[config.mk]
export PLATFORM = sky130hd
export DESIGN_NAME = atm_multi_account_ctrl
export DESIGN_NICKNAME = d
export VERILOG_FILES = /design/src/rtl/atm_multi_account_ctrl.sv
export SDC_FILE = /design/constraint.sdc
export NUM_CORES = 1
export LEC_CHECK = 0
export CAP_MARGIN = 20
export CORE_ASPECT_RATIO = 1.1
export CORE_MARGIN = 5
export CORE_UTILIZATION = 40
export CTS_CLUSTER_DIAMETER = 200
export DETAILED_ROUTE_END_ITERATION = 16
export REMOVE_ABC_BUFFERS = 1
export SLEW_MARGIN = 20
export SYNTH_ARGS = -nofsm -noshare
export SYNTH_HDL_FRONTEND = slang
export SYNTH_SLANG_ARGS = --single-unit
export TNS_END_PERCENT = 10
[constraint.sdc]
create_clock -name clk -period 5.2 [get_ports clk]
set_input_delay 1.04 -clock clk [delete_from_list [all_inputs] [get_ports clk]]
set_output_delay 1.04 -clock clk [all_outputs]
set_load 0.05 [all_outputs]
[src/rtl/atm_multi_account_ctrl.sv]
// atm_multi_account_ctrl: multi-account ATM session controller.
// One FSM serves NUM_ACCOUNTS balances with a per-account PIN table,
// wrong-PIN lockout, saturating deposit and registered outputs.
// Optional feature macro: ATM_SESSION_LIMIT_EN adds a per-session
// withdrawal ceiling (parameter WD_LIMIT).
module atm_multi_account_ctrl #(
  parameter int NUM_ACCOUNTS = 4,
  parameter int BAL_W        = 8,
  parameter int PIN_W        = 4,
  parameter int WD_W         = 6,
  parameter int DEP_W        = 5,
  parameter int MAX_TRIES    = 3,
  parameter int INIT_BAL     = 100,
`ifdef ATM_SESSION_LIMIT_EN
  parameter int WD_LIMIT     = 50,
`endif
  parameter int AW           = (NUM_ACCOUNTS > 1) ? $clog2(NUM_ACCOUNTS) : 1,
  parameter logic [NUM_ACCOUNTS*PIN_W-1:0] PIN_TABLE = {NUM_ACCOUNTS{4'b1101}}
) (
  input  logic             clk,
  input  logic             rst,
  input  logic             IC,
  input  logic [AW-1:0]    acct_sel,
  input  logic             LC,
  input  logic [PIN_W-1:0] Pin,
  input  logic             pin_valid,
  input  logic [1:0]       Operation,
  input  logic             op_valid,
  input  logic [WD_W-1:0]  WithDraw_Amount,
  input  logic [DEP_W-1:0] Deposit_Amount,
  input  logic             amt_valid,
  input  logic             goMain,
  input  logic             Ex,
  output logic [BAL_W-1:0] CB,
  output logic [BAL_W-1:0] FinalBalance,
  output logic             err,
  output logic             locked,
  output logic [2:0]       state_o
);

  localparam int TW = $clog2(MAX_TRIES + 1);

  typedef enum logic [2:0] {
    S_IDLE     = 3'd0,
    S_LANG     = 3'd1,
    S_PIN      = 3'd2,
    S_MENU     = 3'd3,
    S_WITHDRAW = 3'd4,
    S_DEPOSIT  = 3'd5,
    S_BALANCE  = 3'd6,
    S_EXIT     = 3'd7
  } state_t;

  state_t                  state, state_next;
  logic [AW-1:0]           acct, acct_next;
  logic [BAL_W-1:0]        bal   [NUM_ACCOUNTS];
  logic [TW-1:0]           tries [NUM_ACCOUNTS];
  logic [NUM_ACCOUNTS-1:0] lock;

  logic [BAL_W-1:0] cur_bal;
  logic [BAL_W-1:0] wd_ext;
  logic [BAL_W:0]   dep_sum;
  logic [PIN_W-1:0] pin_ref;
  logic [TW-1:0]    try_inc;
  logic             pin_match;
  logic             wd_ok;
  logic             abort;

  logic             bal_we;
  logic [BAL_W-1:0] bal_wval;
  logic             try_we;
  logic [TW-1:0]    try_wval;
  logic             lock_set;
  logic             fb_we;
  logic [BAL_W-1:0] fb_wval;
  logic             err_next;
  logic [BAL_W-1:0] cb_next;
  logic             locked_next;

  assign cur_bal   = bal[acct];
  assign wd_ext    = BAL_W'(WithDraw_Amount);
  assign dep_sum   = {1'b0, cur_bal} + (BAL_W + 1)'(Deposit_Amount);
  assign pin_ref   = PIN_TABLE[acct*PIN_W +: PIN_W];
  assign pin_match = (Pin == pin_ref);
  assign try_inc   = tries[acct] + TW'(1);
  assign abort     = Ex && (state != S_IDLE);
  assign state_o   = state;

`ifdef ATM_SESSION_LIMIT_EN
  localparam int LW = $clog2(WD_LIMIT + (1 << WD_W)) + 1;
  logic [LW-1:0] wd_total;
  logic [LW-1:0] wd_total_sum;
  logic          total_clr;
  logic          total_add;
  assign wd_total_sum = wd_total + LW'(WithDraw_Amount);
  assign wd_ok = (wd_ext <= cur_bal) && (wd_total_sum <= LW'(WD_LIMIT));
`else
  assign wd_ok = (wd_ext <= cur_bal);
`endif

  // State register and latched session account
  always_ff @(posedge clk) begin
    if (!rst) begin
      state <= S_IDLE;
      acct  <= '0;
    end else begin
      state <= state_next;
      acct  <= acct_next;
    end
  end

  // Next-state decode; Ex outranks every other input outside IDLE
  always_comb begin
    state_next = state;
    acct_next  = acct;
    if (abort) begin
      state_next = S_EXIT;
    end else begin
      case (state)
        S_IDLE: begin
          if (IC) begin
            acct_next = acct_sel;
            if (!lock[acct_sel]) state_next = S_LANG;
          end
        end
        S_LANG: if (LC) state_next = S_PIN;
        S_PIN: begin
          if (pin_valid) begin
            if (pin_match)                     state_next = S_MENU;
            else if (try_inc == TW'(MAX_TRIES)) state_next = S_EXIT;
          end
        end
        S_MENU: begin
          if (op_valid) begin
            case (Operation)
              2'd0:    state_next = S_WITHDRAW;
              2'd1:    state_next = S_DEPOSIT;
              2'd2:    state_next = S_BALANCE;
              default: state_next = S_EXIT;
            endcase
          end
        end
        S_WITHDRAW: begin
          if (goMain)                 state_next = S_MENU;
          else if (amt_valid && wd_ok) state_next = S_MENU;
        end
        S_DEPOSIT: if (amt_valid) state_next = S_MENU;
        S_BALANCE: state_next = S_MENU;
        default:   state_next = S_IDLE;
      endcase
    end
  end

  // Output and datapath decode; CB is taken from post-update values so it
  // always equals the stored balance of the account the FSM is moving to
  always_comb begin
    bal_we   = 1'b0;
    bal_wval = cur_bal;
    try_we   = 1'b0;
    try_wval = '0;
    lock_set = 1'b0;
    fb_we    = 1'b0;
    fb_wval  = FinalBalance;
    err_next = 1'b0;
`ifdef ATM_SESSION_LIMIT_EN
    total_clr = 1'b0;
    total_add = 1'b0;
`endif
    if (!abort) begin
      case (state)
        S_IDLE: if (IC && lock[acct_sel]) err_next = 1'b1;
        S_PIN: begin
          if (pin_valid) begin
            try_we = 1'b1;
            if (pin_match) begin
              try_wval = '0;
`ifdef ATM_SESSION_LIMIT_EN
              total_clr = 1'b1;
`endif
            end else begin
              try_wval = try_inc;
              err_next = 1'b1;
              if (try_inc == TW'(MAX_TRIES)) lock_set = 1'b1;
            end
          end
        end
        S_WITHDRAW: begin
          if (!goMain && amt_valid) begin
            if (wd_ok) begin
              bal_we   = 1'b1;
              bal_wval = cur_bal - wd_ext;
              fb_we    = 1'b1;
              fb_wval  = cur_bal - wd_ext;
`ifdef ATM_SESSION_LIMIT_EN
              total_add = 1'b1;
`endif
            end else begin
              err_next = 1'b1;
            end
          end
        end
        S_DEPOSIT: begin
          if (amt_valid) begin
            bal_we   = 1'b1;
            bal_wval = dep_sum[BAL_W] ? '1 : dep_sum[BAL_W-1:0];
            fb_we    = 1'b1;
            fb_wval  = bal_wval;
          end
        end
        S_BALANCE: begin
          fb_we   = 1'b1;
          fb_wval = cur_bal;
        end
        default: ;
      endcase
    end
    cb_next     = (state_next == S_IDLE) ? '0 : (bal_we ? bal_wval : bal[acct_next]);
    locked_next = lock[acct_next] | lock_set;
  end

  // Account storage and registered outputs
  always_ff @(posedge clk) begin
    if (!rst) begin
      for (int unsigned i = 0; i < NUM_ACCOUNTS; i++) begin
        bal[i]   <= BAL_W'(INIT_BAL);
        tries[i] <= '0;
      end
      lock         <= '0;
      CB           <= '0;
      FinalBalance <= '0;
      err          <= 1'b0;
      locked       <= 1'b0;
    end else begin
      if (bal_we)   bal[acct]   <= bal_wval;
      if (try_we)   tries[acct] <= try_wval;
      if (lock_set) lock[acct]  <= 1'b1;
      if (fb_we)    FinalBalance <= fb_wval;
      CB     <= cb_next;
      err    <= err_next;
      locked <= locked_next;
    end
  end

`ifdef ATM_SESSION_LIMIT_EN
  // Per-session withdrawn total, cleared on a successful PIN entry
  always_ff @(posedge clk) begin
    if (!rst)           wd_total <= '0;
    else if (total_clr) wd_total <= '0;
    else if (total_add) wd_total <= wd_total_sum;
  end
`endif

endmodule
==> flow_metrics.py <==
metrics = {
    "cells_and_area": {
        "antenna_cells": 0,
        "drive_gt1_share_pct": 9.90,
        "nNetsFinal": 522,
        "area_growth_pct": 20.3,
    },
    "min_path": {
        "min_path_cells": 2,
        "holdPathEnd": "FinalBalance[6]",
        "hold_class": "reg -> reg",
        "worstHoldStart": "FinalBalance[6]",
    },
    "yosys": {
        "syn_inst": 436,
        "synth_area_leaders": "edfxtp_1 (28%), dfxtp_1 (13%), mux4_2 (7.9%)",
        "async_reset_ff_share_pct": 0,
        "synth_edf_count": 40,
        "synth_top_cell_area_share_pct": 28.1,
        "synth.most_common_cell": "nor2_1",
        "synth.avg_cell_area_um2": 9.80,
        "synth_area_um2": 4270,
        "ys_warn_count": 0,
        "ys.flop_type": "edfxtp_1",
        "yosys_register_bits": 67,
        "synth_top_area_cell": "edfxtp_1",
        "seq_area_frac_synth_pct": 40.8,
        "synth_common_cells": "nor2_1 (64), nand2_1 (43), edfxtp_1 (40)",
        "ys_types": 65,
    },
    "critical_path": {
        "timing_worst_setup_path_type": "reg -> reg",
        "setup.worst_path.start_class": "flop",
        "critical_path.max_fanout": 18,
        "r2r-start": "acct[0]",
        "cp.arrival_ns": 4.39,
        "r2r-end": "bal[2][0]",
        "worstRegToRegCells": 11,
        "cp.required_ns": 5.21,
        "setup.worst_path.end_class": "flop",
        "r2r_setup_slack_ns": 0.82,
    },
    "power": {
        "p_leak_nw": 1.82,
        "power_mw": 1.83,
        "power_per_cell_area_nw_per_um2": 357,
        "vdd.ir_drop.worst_mv": 0.143,
    },
    "cts": {
        "cts_num_sinks": 67,
        "cts_setup_buffers": 0,
        "cts_tree": "yes",
        "cts-root-buf": "clkbuf_16",
        "htreeDepth": 3,
        "hold_buffers": 0,
        "cts_resized": 0,
        "clk_latency_ns": 0.34,
        "cts_buffer_depth": 2,
        "numCtsBuffers": 9,
        "path_clk_slew_ns": 0.06,
    },
    "placed_design": {
        "place_ws_ns": 0.800,
        "gp_congestion": 0.934,
        "port_buffers": 48,
        "dpl.hpwl_mm": 8.93,
    },
    "global_routing": {
        "antenna_found_initial": 0,
        "grt_remaining_overflow": 0,
        "grt_usage_pct": 18.7,
        "first_global_vias": 3561,
        "grt_max_degree": 25,
        "grt_pass1_wl_mm": 18.8,
    },
    "status": {
        "outcome": "finished, final reports clean",
    },
    "route": {
        "wl_mm": 11.7,
        "final_antenna_net_count": 0,
        "routedWlPerCell_um": 18.6,
        "drt_pass1_iterations": 5,
        "dr_total_vias": 3623,
        "route.detailed.drc": 0,
        "drtIter0Drc": 304,
        "routed_via_density": 5.77,
    },
    "sta": {
        "fmax_ghz": 0.228,
        "hold_viol_final": 0,
        "slew_headroom_pct": 24.4,
        "fin_crit_ns": 4.38,
        "clock-skew-final_ns": 0.00939,
        "worst_slew_pin_slew_ns": 1.10,
        "fin_ws_ns": 0.815,
        "setup_viol": 0,
        "tns_ns": 0,
        "rsz0062_at_grt": "false",
        "period_share_pct": 84.3,
        "slew_violations": 0,
    },
    "die": {
        "start_util_pct": 40.9,
        "fp.dieH_um": 118,
        "io_pins": 49,
        "die_w_um": 109,
        "design.core.area_um2": 10400,
        "dieArea_um2": 12900,
        "std_cell_rows": 39,
    },
    "run": {
        "maxCapViolations": 0,
    },
}
## how the worst max path moves through the flow
stage	from	endpoint	slack, ns	cells past startpoint
floorplan	acct[0]	bal[0][0]	1.49	11
global placement	acct[0]	bal[3][2]	0.84	8
detailed placement	acct[0]	bal[2][0]	0.80	11
CTS	acct[0]	bal[2][0]	0.76	11
global route	acct[0]	bal[2][0]	0.39	11
finish	acct[0]	bal[2][0]	0.82	11
## worst max-delay path, cell delays in order (launching register included)
cell     delay (ns)
dfxtp_1        0.92
mux4_2         0.63
inv_1          0.09
ha_1           0.16
inv_1          0.05
fa_1           0.39
a21oi_1        0.23
a21oi_1        0.19
o41ai_4        0.53
a21oi_2        0.29
nand2_1        0.26
nand2_1        0.28
## cells by family after synthesis
family	share of synthesized area [%]
and+or+nand+nor	19.0
AOI/OAI and AO/OA	18.0
DFF	40.8
buffers and inverters	4.48
muxes	12.3
adders and majority gates	4.45
xor gates and xnor gates	1.03
## area by class of cell
type | instances | area (um^2)
Fill cell | 984 | 5300
Multi-Input combinational cell | 325 | 2340
Sequential cell | 67 | 1740
Timing Repair Buffer | 51 | 503
Clock buffer | 10 | 239
Tap cell | 143 | 179
Inverter | 26 | 97.6
Clock inverter | 6 | 40.0
## layout by cell type (no fill, tap or decap), types with 9 or more instances in the layout
cell type and n:
nor2_1 64, clkdlybuf4s50_1 48, nand2_1 43, edfxtp_1 40
a21oi_1 30, dfxtp_1 27, inv_1 26, o21ai_0 23
nand3_1 16, mux4_2 15, ha_1 12, nand2b_1 9
clkbuf_16 9
## per-stage QoR
stage	instances	area (um^2)	hold WS, ns	util (%)
after CTS	628	5140	0.473	49.2
after global routing	628	5140	0.488	49.2
after global placement	612	4860	0.459	46.5
after floorplan	418	4180	0.452	-
final	628	5140	0.470	49.2
after detailed placement	612	4860	0.463	46.5
## flip-flops by register name (all words and copies together), names as in the netlist
name / count
bal: 32
CB: 8
FinalBalance: 8
tries: 8
lock: 4
state_o: 3
acct: 2
err: 1
locked: 1
## report_power, final
| part | internal [mW] | switching (mW) | leakage (nW) |
|---|---|---|---|
| Sequential | 0.605 | 0.0436 | 0.593 |
| Combinational | 0.230 | 0.381 | 1.08 |
| Clock | 0.335 | 0.240 | 0.139 |
## metal layers
metal | routed length (um) | track usage (%)
met1 | 4900 | 23.0
met2 | 5860 | 31.9
met3 | 598 | 2.89
met4 | 329 | 8.29
met5 | 0 | 0
(Power assumes the default switching activity.)
